==> src/rtl/stage3_integrator_part.sv <==
// Trapezoidal filter reconstruction: pole-zero correction, double accumulation,
// scaling and saturation, with a warm-up gate on the output ready flag.
module stage3_integrator_part #(
    parameter int unsigned DATA_W    = 32,
    parameter int unsigned ACC_W     = 48,
    parameter int unsigned M_COEF    = 0,
    parameter int unsigned OUT_SHIFT = 0,
    parameter int unsigned WARMUP    = 744
) (
    input  logic                     SYS_CLK,
    input  logic                     RESET_N,
    input  logic signed [DATA_W-1:0] DATA_IN,
    input  logic                     DATA_VALID,
    input  logic                     CLEAR,
    output logic signed [DATA_W-1:0] DATAOUT,
    output logic                     OUT_VALID,
    output logic                     OUT_READY
);

    localparam int unsigned CNT_W = $clog2(WARMUP + 1);
    localparam int unsigned EXT_W = ACC_W - DATA_W;

    localparam logic signed [ACC_W-1:0] M_S     = ACC_W'(M_COEF);
    localparam logic signed [ACC_W-1:0] SAT_MAX = ACC_W'({1'b0, {(DATA_W-1){1'b1}}});
    localparam logic signed [ACC_W-1:0] SAT_MIN = ~SAT_MAX;

    typedef enum logic {
        FILL = 1'b0,
        RUN  = 1'b1
    } state_t;

    state_t                    r_state;
    state_t                    w_state_nxt;
    logic        [CNT_W-1:0]   r_cnt;
    logic        [CNT_W-1:0]   w_cnt_nxt;
    logic        [CNT_W-1:0]   w_cnt_inc;
    logic                      w_accept;
    logic                      w_rdy_tag;

    logic signed [ACC_W-1:0]   r_p;
    logic signed [DATA_W-1:0]  r_dq;
    logic                      r_va;
    logic                      r_ra;
    logic signed [ACC_W-1:0]   r_r;
    logic                      r_vb;
    logic                      r_rb;
    logic signed [ACC_W-1:0]   r_s;
    logic                      r_vc;
    logic                      r_rc;

    logic signed [ACC_W-1:0]   w_din_ext;
    logic signed [ACC_W-1:0]   w_dq_ext;
    logic signed [ACC_W-1:0]   w_corr;
    logic signed [ACC_W-1:0]   w_shift;
    logic signed [DATA_W-1:0]  w_sat;

    // A sample entering while CLEAR is high is dropped along with the flush.
    assign w_accept  = DATA_VALID & ~CLEAR;
    assign w_cnt_inc = r_cnt + CNT_W'(1);

    assign w_din_ext = {{EXT_W{DATA_IN[DATA_W-1]}}, DATA_IN};
    assign w_dq_ext  = {{EXT_W{r_dq[DATA_W-1]}}, r_dq};
    assign w_corr    = M_S * w_dq_ext;
    assign w_shift   = r_s >>> OUT_SHIFT;

    // Clamp the scaled accumulator into the output range.
    always_comb begin
        w_sat = w_shift[DATA_W-1:0];
        if (w_shift > SAT_MAX) begin
            w_sat = SAT_MAX[DATA_W-1:0];
        end else if (w_shift < SAT_MIN) begin
            w_sat = SAT_MIN[DATA_W-1:0];
        end
    end

    always_ff @(posedge SYS_CLK or negedge RESET_N) begin
        if (!RESET_N) begin
            r_state <= FILL;
            r_cnt   <= '0;
        end else begin
            r_state <= w_state_nxt;
            r_cnt   <= w_cnt_nxt;
        end
    end

    // Warm-up FSM; w_rdy_tag marks the sample that travels with OUT_READY=1.
    always_comb begin
        w_state_nxt = r_state;
        w_cnt_nxt   = r_cnt;
        w_rdy_tag   = 1'b0;
        if (CLEAR) begin
            w_state_nxt = FILL;
            w_cnt_nxt   = '0;
        end else begin
            case (r_state)
                FILL: begin
                    if (w_accept) begin
                        w_cnt_nxt = w_cnt_inc;
                        if (w_cnt_inc == CNT_W'(WARMUP)) begin
                            w_state_nxt = RUN;
                            w_rdy_tag   = 1'b1;
                        end
                    end
                end
                RUN: begin
                    w_rdy_tag = 1'b1;
                end
                default: begin
                    w_state_nxt = FILL;
                    w_cnt_nxt   = '0;
                end
            endcase
        end
    end

    // Stage A: first integrator plus delayed delta for the correction term.
    always_ff @(posedge SYS_CLK or negedge RESET_N) begin
        if (!RESET_N) begin
            r_p  <= '0;
            r_dq <= '0;
            r_va <= 1'b0;
            r_ra <= 1'b0;
        end else if (CLEAR) begin
            r_p  <= '0;
            r_va <= 1'b0;
            r_ra <= 1'b0;
        end else begin
            r_va <= w_accept;
            r_ra <= w_rdy_tag;
            if (w_accept) begin
                r_p  <= r_p + w_din_ext;
                r_dq <= DATA_IN;
            end
        end
    end

    // Stage B: pole-zero corrected sample.
    always_ff @(posedge SYS_CLK or negedge RESET_N) begin
        if (!RESET_N) begin
            r_r  <= '0;
            r_vb <= 1'b0;
            r_rb <= 1'b0;
        end else if (CLEAR) begin
            r_r  <= '0;
            r_vb <= 1'b0;
            r_rb <= 1'b0;
        end else begin
            r_vb <= r_va;
            r_rb <= r_ra;
            if (r_va) begin
                r_r <= r_p + w_corr;
            end
        end
    end

    // Stage C: second integrator.
    always_ff @(posedge SYS_CLK or negedge RESET_N) begin
        if (!RESET_N) begin
            r_s  <= '0;
            r_vc <= 1'b0;
            r_rc <= 1'b0;
        end else if (CLEAR) begin
            r_s  <= '0;
            r_vc <= 1'b0;
            r_rc <= 1'b0;
        end else begin
            r_vc <= r_vb;
            r_rc <= r_rb;
            if (r_vb) begin
                r_s <= r_s + r_r;
            end
        end
    end

    // Stage D: registered outputs; DATAOUT and OUT_READY hold between pulses.
    always_ff @(posedge SYS_CLK or negedge RESET_N) begin
        if (!RESET_N) begin
            DATAOUT   <= '0;
            OUT_VALID <= 1'b0;
            OUT_READY <= 1'b0;
        end else if (CLEAR) begin
            DATAOUT   <= '0;
            OUT_VALID <= 1'b0;
            OUT_READY <= 1'b0;
        end else begin
            OUT_VALID <= r_vc;
            if (r_vc) begin
                DATAOUT   <= w_sat;
                OUT_READY <= r_rc;
            end
        end
    end

endmodule

==> config.mk <==
export PLATFORM = sky130hd
export DESIGN_NAME = stage3_integrator_part
export DESIGN_NICKNAME = d
export VERILOG_FILES = /design/src/rtl/stage3_integrator_part.sv
export SDC_FILE = /design/constraint.sdc
export NUM_CORES = 1
export LEC_CHECK = 0
export ABC_AREA = 1
export BUFFER_PORTS_ARGS = -buffer_cell sky130_fd_sc_hd__buf_2
export CORE_ASPECT_RATIO = 0.9
export CORE_MARGIN = 2
export CORE_UTILIZATION = 55
export CTS_CLUSTER_SIZE = 25
export DETAILED_ROUTE_END_ITERATION = 16
export GPL_TIMING_DRIVEN = 0
export PLACE_DENSITY = 0.72
export SLEW_MARGIN = 20
export SYNTH_ARGS = -nofsm -noshare
export SYNTH_HDL_FRONTEND = slang
export SYNTH_SLANG_ARGS = --single-unit
==> constraint.sdc <==
create_clock -name SYS_CLK -period 2.6 [get_ports SYS_CLK]
set_input_delay 0.26 -clock SYS_CLK [delete_from_list [all_inputs] [get_ports SYS_CLK]]
set_output_delay 0.26 -clock SYS_CLK [all_outputs]
set_load 0.02 [all_outputs]
**Yosys cells after proc, flatten, opt, wreduce, memory -nomap -nowiden**

Cells that the tools add are included.

- Flip-flop bits (word level): 195
- Input port bits: 36
- Word-level logic and storage cells: 56
- Output and inout port bits: 34

- Reductions and logical operators: 5
- Eq/ne operators: 2
- $lt $le $gt $ge: 2
- Bitwise operators: 3
- Multiplexer cells: 27
- Add/subtract/negate cells: 3

Operators by type and width:

| operator | count |
|---|---|
| $mux 48 | 6 |
| $mux 32 | 4 |
| $add 48x32->48 | 1 |
| $add 48x48->48 | 1 |
| $gt 48x32->1 const B | 1 |
| $lt 48x32->1 const B | 1 |
| $mux 10 | 3 |
| $mux 1 | 13 |
| $add 10x1->10 const B | 1 |
| $eq 10x10->1 const B | 1 |
| $reduce_bool 2->1 | 4 |
| $ne 2x2->1 const B | 1 |
| $not 1->1 | 2 |
| $pmux 1 s2 | 1 |
| $reduce_and 2->1 | 1 |
| $and 1x1->1 | 1 |

**Longest topological paths before layout**

Gate-level depths: netlist of the first run.

- Depth after elaboration: 6
- Mapped depth: 14

**Worst setup path after synthesis of the first run**

OpenSTA, ideal clock, no wires.

- Kind: reg-to-reg
- Start: register r_p[0]
- End: register r_p[40]
- Setup time: 118 ps
- Cell stages (with the launch flop): 13
- Arrival: 1764 ps
- Slack: 718 ps
- Clock period less this slack: 1882 ps
- Cells stage by stage: dfrtp_1 -> ha_1 -> fa_1 -> nand3_1 -> nand3_1 -> nand2_1 -> nand2_1 -> nand2_1 -> nand3_1 -> nand2_1 -> nand3_1 -> nand3_1 -> nand2_1

- Longest elaborated chain between the ends: 3

Ends and longest elaborated chain:

| element | line | text |
|---|---|---|
| from (decl) | 40 | `logic signed [ACC_W-1:0] r_p;` |
| from (signal assigned) | 131 | `r_p <= r_p + w_din_ext;` |
| $add 48x32->48 | 131 |  |
| $mux 48 | 130 | `if (w_accept) begin` |
| $mux 48 | 123 | `end else if (CLEAR) begin` |

Every way passes these cells. The select of a mux whose other input is x is not followed.
A chain may end at the register's enable or synchronous reset.

**Worst setup path after layout of the first run**

- Start: register r_s[0]
- End: register r_s[40]

- Longest elaborated chain between the ends: 3

Ends and longest elaborated chain:

| element | line | text |
|---|---|---|
| from (decl) | 47 | `logic signed [ACC_W-1:0] r_s;` |
| from (signal assigned) | 170 | `r_s <= r_s + r_r;` |
| $add 48x48->48 | 170 |  |
| $mux 48 | 169 | `if (r_vb) begin` |
| $mux 48 | 162 | `end else if (CLEAR) begin` |

Every way passes these cells. The select of a mux whose other input is x is not followed.

==> reports/results.md, run 1 <==
Layout
* **proportion of layout cells with a drive suffix above 1** 0.0472
* **top library cells by usage in the layout, fill and taps aside** sky130_fd_sc_hd__nand2_1 (1162), sky130_fd_sc_hd__inv_1 (481), sky130_fd_sc_hd__nor2_1 (195)
* **final cell count without fillers** 3117
* **net count of the finished layout** 2878
* **final design area excluding fillers** 17200 um2
* **post-route core utilization** 0.614
* **most common cell after layout, fill and taps aside** sky130_fd_sc_hd__nand2_1
* **Layout Area Growth over Synthesis** 9.05%
* **count of antenna diodes in the layout** 0

Logic synthesis
* **mux cell area share after synthesis** 0
* **main combinational cell family by area after synthesis** simple AND/OR/NAND/NOR gates
* **compound-cell area share of the yosys netlist** 0.0781
* **total nets after synthesis** 2787
* **synthesized-area fraction occupied by xor and xnor cells** 0.00720
* **FF+latch count, synth** 194
* **Mapped Area** 15800 um2
* **total of warnings raised by yosys** 0
* **cells after synthesis** 2653
* **post-synthesis simple-gate area fraction** 0.402
* **sequential cell area fraction in the yosys report** 0.307
* **adder-cell share of the synthesized area** 0.0785
* **count of unique library cells instantiated by Yosys** 38
* **synthesized area per cell** 5.96 um2

Place
* **Post-Place Cells** 3084
* **placement-stage worst setup slack** 0.233 ns
* **Post-Place Cell Area** 16700 um2
* **dpl hpwl** 39900 um
* **Routability Congestion** 1.02
* **quantity of I/O buffers inserted on ports** 69

Die
* **die outline width** 183 um
* **placeable core area** 28100 um2
* **starting density of the core** 0.563
* **Core Rows** 58
* **ports placed on the boundary** 70
* **die height** 165 um
* **Die Area** 30100 um2

Critical path
* **largest fanout on the critical path** 4
* **largest incremental delay on the critical path** 0.45 ns
* **worst-path cell with the longest stage delay** sky130_fd_sc_hd__dfrtp_1
* **classification of the worst setup path** reg -> reg
* **nature of the critical path endpoint** flip-flop
* **cell repeated most along the worst path** sky130_fd_sc_hd__nand2_1
* **series of cell instances along the critical path** ha_1 > fa_1 > nand2_1 > nand2_1 > nand3_1 > nand2_1 > nand2_1 > nand3_1 > nand2_1 > nand2_1 > nand2_1 > nand3_1 > nand2_1
* **CP startpoint kind** flip-flop
* **Req. time, crit path** 2.99 ns
* **arrival time of the worst setup path** 2.79 ns

Timing
* **Slew @ Worst Pin** 0.885 ns
* **final-report hold violation count** 0
* **min setup slack post-route** 0.200 ns
* **Slew headroom** 0.410
* **final worst hold slack** 0.150 ns
* **count of pins over their slew limit** 0
* **worst-case clock skew** 0.0190 ns
* **fmax** 0.417 GHz
* **total of endpoints with negative setup slack in the final report** 0
* **minimum period implied by the final worst setup slack** 2.40 ns
* **unrepaired setup endpoints after global routing** no
* **share of the clock period used by the worst path** 0.923
* **Setup TNS** 0 ns

Route
* **Final ANT Viol Nets** 0
* **DR WL/cell** 15.8 um
* **vias post-DR** 16.4k
* **total detailed-routing wirelength** 49200 um
* **DRT iter0 DRCs** 1374
* **post-route DRC violation count** 0
* **via density per instance** 5.27
* **TritonRoute pass-1 iters** 6

CTS
* **number of gates resized after CTS** 0
* **number of buffers inserted for hold repair after clock tree synthesis** 1
* **root buffer cell** sky130_fd_sc_hd__clkbuf_16
* **number of buffers created by CTS** 17
* **clock tree from TritonCTS** done
* **CTS H-tree depth** 4
* **clock latency reported for the late side of the worst-skew pair** 0.45 ns
* **clock-pin slew on the worst setup and hold paths** 0.08 ns
* **Clock Sink Count** 194
* **Setup Buffers After CTS** 0
* **maximum buffer depth of the clock tree** 2

Run status
* **result of the run** complete, no violations

Power and ir drop
* **P_leak** 10.4 nW
* **switching power as a share of total power** 0.358
* **switching power** 2.79 mW
* **pwr/cell area** 453 nW/um2
* **Reg power frac** 0.422
* **Design Power** 7.80 mW
* **Max IR drop VDD** 0.408 mV
* **combinational share of power** 0.242
* **design internal power** 5.01 mW
* **proportion of power drawn by the clock network** 0.336

Min path
* **Hold Path Class** in -> reg

Global routing
* **number of global-route vias before repair** 15.3k
* **overflow left after global routing** 0
* **wire length of the first global-routing pass** 78200 um
* **maximum number of pins on one net before global-route repair** 79
* **initial antenna violation count** 0
* **total global-route track usage** 0.338

Flow run
* **maxcap violations** 0

==> power groups by stage <==
stage	clock [mW]	sequential, mW	combinational, mW
after floorplan	0	3.29	1.28
after global routing	2.75	3.30	2.13
after global placement	0	3.34	1.81
after detailed placement	0	3.34	1.85
after CTS	2.64	3.28	1.86
final	2.62	3.29	1.89
==> worst max-delay path, delay by kind of cell (launching register included) <==
| family | cells | cell delay (ns) |
|---|---|---|
| flops | 1 | 0.45 |
| simple gates | 11 | 1.19 |
| fa+ha+maj | 2 | 0.71 |
==> final timing paths <==
check	from	end	slack [ns]	cells after the start
worst max-delay path	r_s[0]	r_s[40]	0.20	13
worst min-delay path	DATA_IN[0]	r_p[0]	0.15	4
worst max register to register	r_s[0]	r_s[40]	0.20	13
worst min register to register	DATAOUT[27]	DATAOUT[27]	0.48	2
max in group asynchronous	RESET_N	r_p[36]	1.14	4
min in group asynchronous	RESET_N	DATAOUT[1]	0.34	2
==> layout make-up <==
type,instances,area [um2]
fill,2777,10800
multi-input combinational,1932,8940
sequential,194,4850
inverter,483,1810
tap,360,450
clock buffer,18,439
timing repair buffer,72,420
buffer,44,200
clock inverter,14,120
==> registers in the layout, indices dropped and copies added, names as in the netlist, 10 cells and up <==
signal and cells:
r_r 48, DATAOUT 32, r_p 48, r_cnt 10
r_s 48
==> layer usage <==
| layer | vias up | GRT usage | wire length, um |
|---|---|---|---|
| li1 | 8318 | - | - |
| met1 | 7452 | 0.462 | 22600 |
| met2 | 557 | 0.555 | 21900 |
| met3 | 86 | 0.0434 | 3100 |
| met4 | 0 | 0.117 | 1620 |
| met5 | - | 0 | 0 |
==> cell usage after synthesis (all sizes together) <==
master	n	area, um2
nand2	1163	4370
inv	482	1810
nor2	204	793
dfrtp	194	4850
nand3	171	856
o21ai	101	509
ha	96	1200
a21oi	95	475
clkbuf	29	109
nand4	24	150
buf	15	91.3
nor3	14	70.1
o22ai	12	75.1
xor2	9	78.8
nor4	7	43.8
o21bai	6	45.0
o31ai	5	51.3
and2	4	25.0
xnor2	4	35.0
a22o	3	26.3
a32o	3	30.0
nand3b	3	22.5
a21o	2	15.0
fa	2	40.0
or2	2	12.5
and3	1	6.26
clkinv	1	3.75
o21a	1	7.51
==> kinds of logic (layout without fill, tap and decap cells) <==
kind of cell,Yosys count,count (layout)
AND/OR/NAND/NOR,1593,1593
XOR/XNOR,13,13
AO/OA/AOI/OAI,228,228
buffers and inverters,527,631
adder cells (fa/ha/maj),98,98
flip-flops,194,194
(Power assumes the default switching activity.)
==> run 2, diff against run 1 <==
==> config.mk (replaced) <==
export PLATFORM = sky130hd
export DESIGN_NAME = stage3_integrator_part
export DESIGN_NICKNAME = d
export VERILOG_FILES = /design/src/rtl/stage3_integrator_part.sv
export SDC_FILE = /design/constraint.sdc
export NUM_CORES = 1
export LEC_CHECK = 0
export BUFFER_PORTS_ARGS = -buffer_cell sky130_fd_sc_hd__buf_2
export CORE_ASPECT_RATIO = 0.9
export CORE_MARGIN = 2
export CORE_UTILIZATION = 60
export CTS_CLUSTER_SIZE = 25
export DETAILED_ROUTE_END_ITERATION = 16
export GPL_TIMING_DRIVEN = 0
export PLACE_DENSITY = 0.78
export SLEW_MARGIN = 10
export SYNTH_ARGS = -nofsm -noshare
export SYNTH_HDL_FRONTEND = slang
export SYNTH_SLANG_ARGS = --single-unit
==> reports/results.md, run 2 <==
Run status
* **result of the run** complete, but fails checks
* **violations in the final reports** setup timing

Global routing
* **met2 Resource Use GR** 0.519, -0.0360
* **met1 Usage GRT** 0.480, +0.0185
* **initial antenna violation count** 0, unchanged
* **overflow left after global routing** 0, unchanged
* **number of global-route vias before repair** 11.4k, -26%
* **busiest layer in global routing** met2
* **fraction of met3 tracks used by global routing** 0.0445, +0.00102
* **maximum number of pins on one net before global-route repair** 111, +41%
* **total global-route track usage** 0.329, -0.00880
* **wire length of the first global-routing pass** 60100 um, -23%

Critical path
* **arrival time of the worst setup path** 3.52 ns, +0.73 ns
* **CP startpoint kind** flip-flop
* **capturing point of the worst reg2reg path** r_s[44]
* **classification of the worst setup path** reg -> reg
* **worst setup path startpoint** r_r[0]
* **nature of the critical path endpoint** flip-flop
* **R2R setup slack** -0.59 ns, -0.79 ns
* **number of cells on the worst reg-to-reg path** 14, +1
* **Critical R2R Launch** r_r[0]
* **worst setup path endpoint** r_s[44]
* **largest fanout on the critical path** 2, -2
* **Req. time, crit path** 2.94 ns, -0.05 ns

Route
* **DRT iter0 DRCs** 1400, +1.9%
* **DR WL/cell** 21.3 um, +35%
* **post-route DRC violation count** 0, unchanged
* **total detailed-routing wirelength** 41900 um, -15%
* **via density per instance** 6.43, +22%
* **vias post-DR** 12.6k, -23%
* **TritonRoute pass-1 iters** 5, -1
* **Final ANT Viol Nets** 0, unchanged

Timing
* **final-report hold violation count** 0, unchanged
* **min setup slack post-route** -0.587 ns, -0.788 ns
* **final worst hold slack** 0.205 ns, +0.0555 ns
* **share of the clock period used by the worst path** 1.23, +0.303
* **Slew @ Worst Pin** 0.917 ns, +0.0323 ns
* **unrepaired setup endpoints after global routing** yes
* **worst-case clock skew** 0.0204 ns, +0.00141 ns
* **count of pins over their slew limit** 0, unchanged
* **fmax** 0.314 GHz, -25%
* **minimum period implied by the final worst setup slack** 3.19 ns, +0.788 ns
* **Setup TNS** -14.35 ns, -14.35 ns
* **Slew headroom** 0.388, -0.0216
* **total of endpoints with negative setup slack in the final report** 55, +55

Die
* **Core Rows** 51, -12%
* **die outline width** 160 um, -12%
* **placeable core area** 21600 um2, -23%
* **Die Area** 23200 um2, -23%
* **starting density of the core** 0.610, +0.0476
* **die height** 145 um, -12%
* **ports placed on the boundary** 70, unchanged

Layout
* **final design area excluding fillers** 16700 um2, -3.0%
* **proportion of layout cells with a drive suffix above 1** 0.262, +0.215
* **net count of the finished layout** 1792, -38%
* **most common cell after layout, fill and taps aside** sky130_fd_sc_hd__nor2_1
* **final cell count without fillers** 1962, -37%
* **registers with the most flip-flops** r_p: 48 flops, r_r: 48 flops, r_s: 48 flops
* **count of antenna diodes in the layout** 0, unchanged
* **count of filler cells inserted in the layout** 1351, -51%
* **top library cells by usage in the layout, fill and taps aside** sky130_fd_sc_hd__nor2_1 (215), sky130_fd_sc_hd__dfrtp_1 (182), sky130_fd_sc_hd__mux2i_1 (118)
* **Layout Area Growth over Synthesis** 26.6%

Logic synthesis
* **total of warnings raised by yosys** 0, unchanged
* **Yosys top cell area share** 0.368, +0.0605
* **sequential cell area fraction in the yosys report** 0.368, +0.0605
* **top post-synthesis cells by count** sky130_fd_sc_hd__nor2_1 (221), sky130_fd_sc_hd__dfrtp_1 (194), sky130_fd_sc_hd__a21oi_1 (143)
* **main flop type after synthesis** sky130_fd_sc_hd__dfrtp_1
* **count of unique library cells instantiated by Yosys** 77, +100%
* **number of enable flip-flop cells after synthesis** 0, unchanged
* **synthesized area per cell** 9.04 um2, +52%
* **cells after synthesis** 1461, -45%
* **Synth async-reset ratio** 1.00, unchanged
* **area leader, netlist** sky130_fd_sc_hd__dfrtp_1
* **most used standard cell by instance count after synthesis** sky130_fd_sc_hd__nor2_1
* **top cells by area, synth** sky130_fd_sc_hd__dfrtp_1 (37%), sky130_fd_sc_hd__ha_1 (9.1%), sky130_fd_sc_hd__mux2i_1 (8.9%)
* **FF+latch count, synth** 194, unchanged
* **total nets after synthesis** 1595, -43%
* **Mapped Area** 13200 um2, -16%

Place
* **Routability Congestion** 0.943, -7.2%
* **dpl hpwl** 26300 um, -34%
* **placement-stage worst setup slack** -0.787 ns, -1.02 ns
* **Post-Place Cells** 1821, -41%
* **Post-Place Cell Area** 14100 um2, -16%
* **quantity of I/O buffers inserted on ports** 68, -1.4%

CTS
* **Clock Sink Count** 194, unchanged
* **clock tree from TritonCTS** done
* **root buffer cell** sky130_fd_sc_hd__clkbuf_16
* **clock-pin slew on the worst setup and hold paths** 0.08 ns, about the same
* **number of buffers created by CTS** 17, unchanged
* **clock latency reported for the late side of the worst-skew pair** 0.46 ns, about the same
* **maximum buffer depth of the clock tree** 2, unchanged
* **CTS H-tree depth** 4, unchanged

Power and ir drop
* **switching power** 3.41 mW, +22%
* **design internal power** 6.03 mW, +20%
* **switching power as a share of total power** 0.361, +0.00362
* **P_leak** 8.09 nW, -22%
* **combinational share of power** 0.339, +0.097
* **Reg power frac** 0.369, -0.053
* **pwr/cell area** 565 nW/um2, +25%
* **Max IR drop VDD** 0.438 mV, +7.3%
* **proportion of power drawn by the clock network** 0.292, -0.044

Min path
* **Hold Path Class** in -> reg

Flow run
* **maxcap violations** 0, unchanged

==> run 2: cell types whose count changed after synthesis, moves of 22 or more <==
cell / change
sky130_fd_sc_hd__xnor2_1: +57
sky130_fd_sc_hd__nor3_1: +26
sky130_fd_sc_hd__nand3_1: -155
sky130_fd_sc_hd__nor2_1: +26
sky130_fd_sc_hd__inv_1: -452
sky130_fd_sc_hd__o21ai_0: -38
sky130_fd_sc_hd__nand2_1: -1089
sky130_fd_sc_hd__xor2_1: +22
sky130_fd_sc_hd__mux2i_1: +118
sky130_fd_sc_hd__clkbuf_1: +38
sky130_fd_sc_hd__a21oi_1: +48
sky130_fd_sc_hd__a21o_1: +67
==> run 2: repair_timing <==
item	CTS	global route
endpoints found under the setup margin	52	66
pin swaps	72	76
hold endpoints to repair	84	0
hold buffers	1	0
gates resized for setup	125	110
buffers inserted	82	46
==> run 2: worst min path at each step <==
stage / startpoint / to / slack, ns / cells past startpoint
final: CLEAR / r_va / 0.21 / 2
after global placement: r_rb / r_rc / 0.47 / 1
after detailed placement: RESET_N / r_s[37] / 0.32 / 1
after floorplan: RESET_N / DATAOUT[0] / -0.04 / 0
after global routing: CLEAR / r_va / 0.17 / 2
after CTS: CLEAR / r_va / 0.17 / 2
==> run 2: area by class of cell <==
| class | instances | area (um2) | share of cell area |
|---|---|---|---|
| buffer | 78 | 362 | 0.0216 |
| clock buffer | 17 | 425 | 0.0255 |
| clock inverter | 15 | 186 | 0.0112 |
| inverter | 30 | 113 | 0.00674 |
| multi-input combinational | 1145 | 9020 | 0.540 |
| sequential | 194 | 4870 | 0.291 |
| tap | 291 | 364 | 0.0218 |
| timing repair buffer | 192 | 1370 | 0.0818 |
==> run 2: layer usage <==
metal	up-vias	share of wire
met5	-	0
met4	0	0.031
met3	125	0.089
met2	703	0.46
met1	6119	0.42
li1	5669	-
==> run 2: worst max-delay path: stages, from the launching register on <==
cell                       delay (ns)
sky130_fd_sc_hd__dfrtp_1         0.42
sky130_fd_sc_hd__ha_4            0.19
sky130_fd_sc_hd__fa_2            0.35
sky130_fd_sc_hd__a21oi_2         0.19
sky130_fd_sc_hd__o21ai_2         0.08
sky130_fd_sc_hd__a21oi_2         0.19
sky130_fd_sc_hd__buf_4           0.16
sky130_fd_sc_hd__o21ai_4         0.06
sky130_fd_sc_hd__a31oi_4         0.18
sky130_fd_sc_hd__o41a_1          0.24
sky130_fd_sc_hd__o21ai_2         0.09
sky130_fd_sc_hd__a41o_1          0.22
sky130_fd_sc_hd__a221oi_2        0.31
sky130_fd_sc_hd__nor4_1          0.10
sky130_fd_sc_hd__a311o_1         0.29
==> run 2: kinds of logic (layout without fill, tap and decap cells) <==
group	after synthesis	after routing	synth area share
and+or+nand+nor	452	452	0.156
AOI/OAI and AO/OA	385	385	0.195
DFF	194	194	0.368
buffers and inverters	122	332	0.0370
muxes	118	118	0.0895
adders and majority gates	98	98	0.0940
xor gates and xnor gates	92	92	0.0610
==> run 2: per-stage QoR <==
stage / utilization / power, mW
4_1_cts: 0.734 / 8.87
2_1_floorplan: - / 5.16
3_3_place_gp: 0.649 / 5.70
5_1_grt: 0.773 / 9.80
6_report: 0.773 / 9.45
3_5_place_dp: 0.650 / 5.77
==> run 2: power by group through the flow <==
stage	combinational, mW	sequential (mW)	clock [mW]
after CTS	2.65	3.45	2.77
after global placement	2.20	3.50	0
after detailed placement	2.26	3.51	0
after floorplan	1.74	3.41	0
after global routing	3.42	3.49	2.89
final	3.20	3.49	2.76
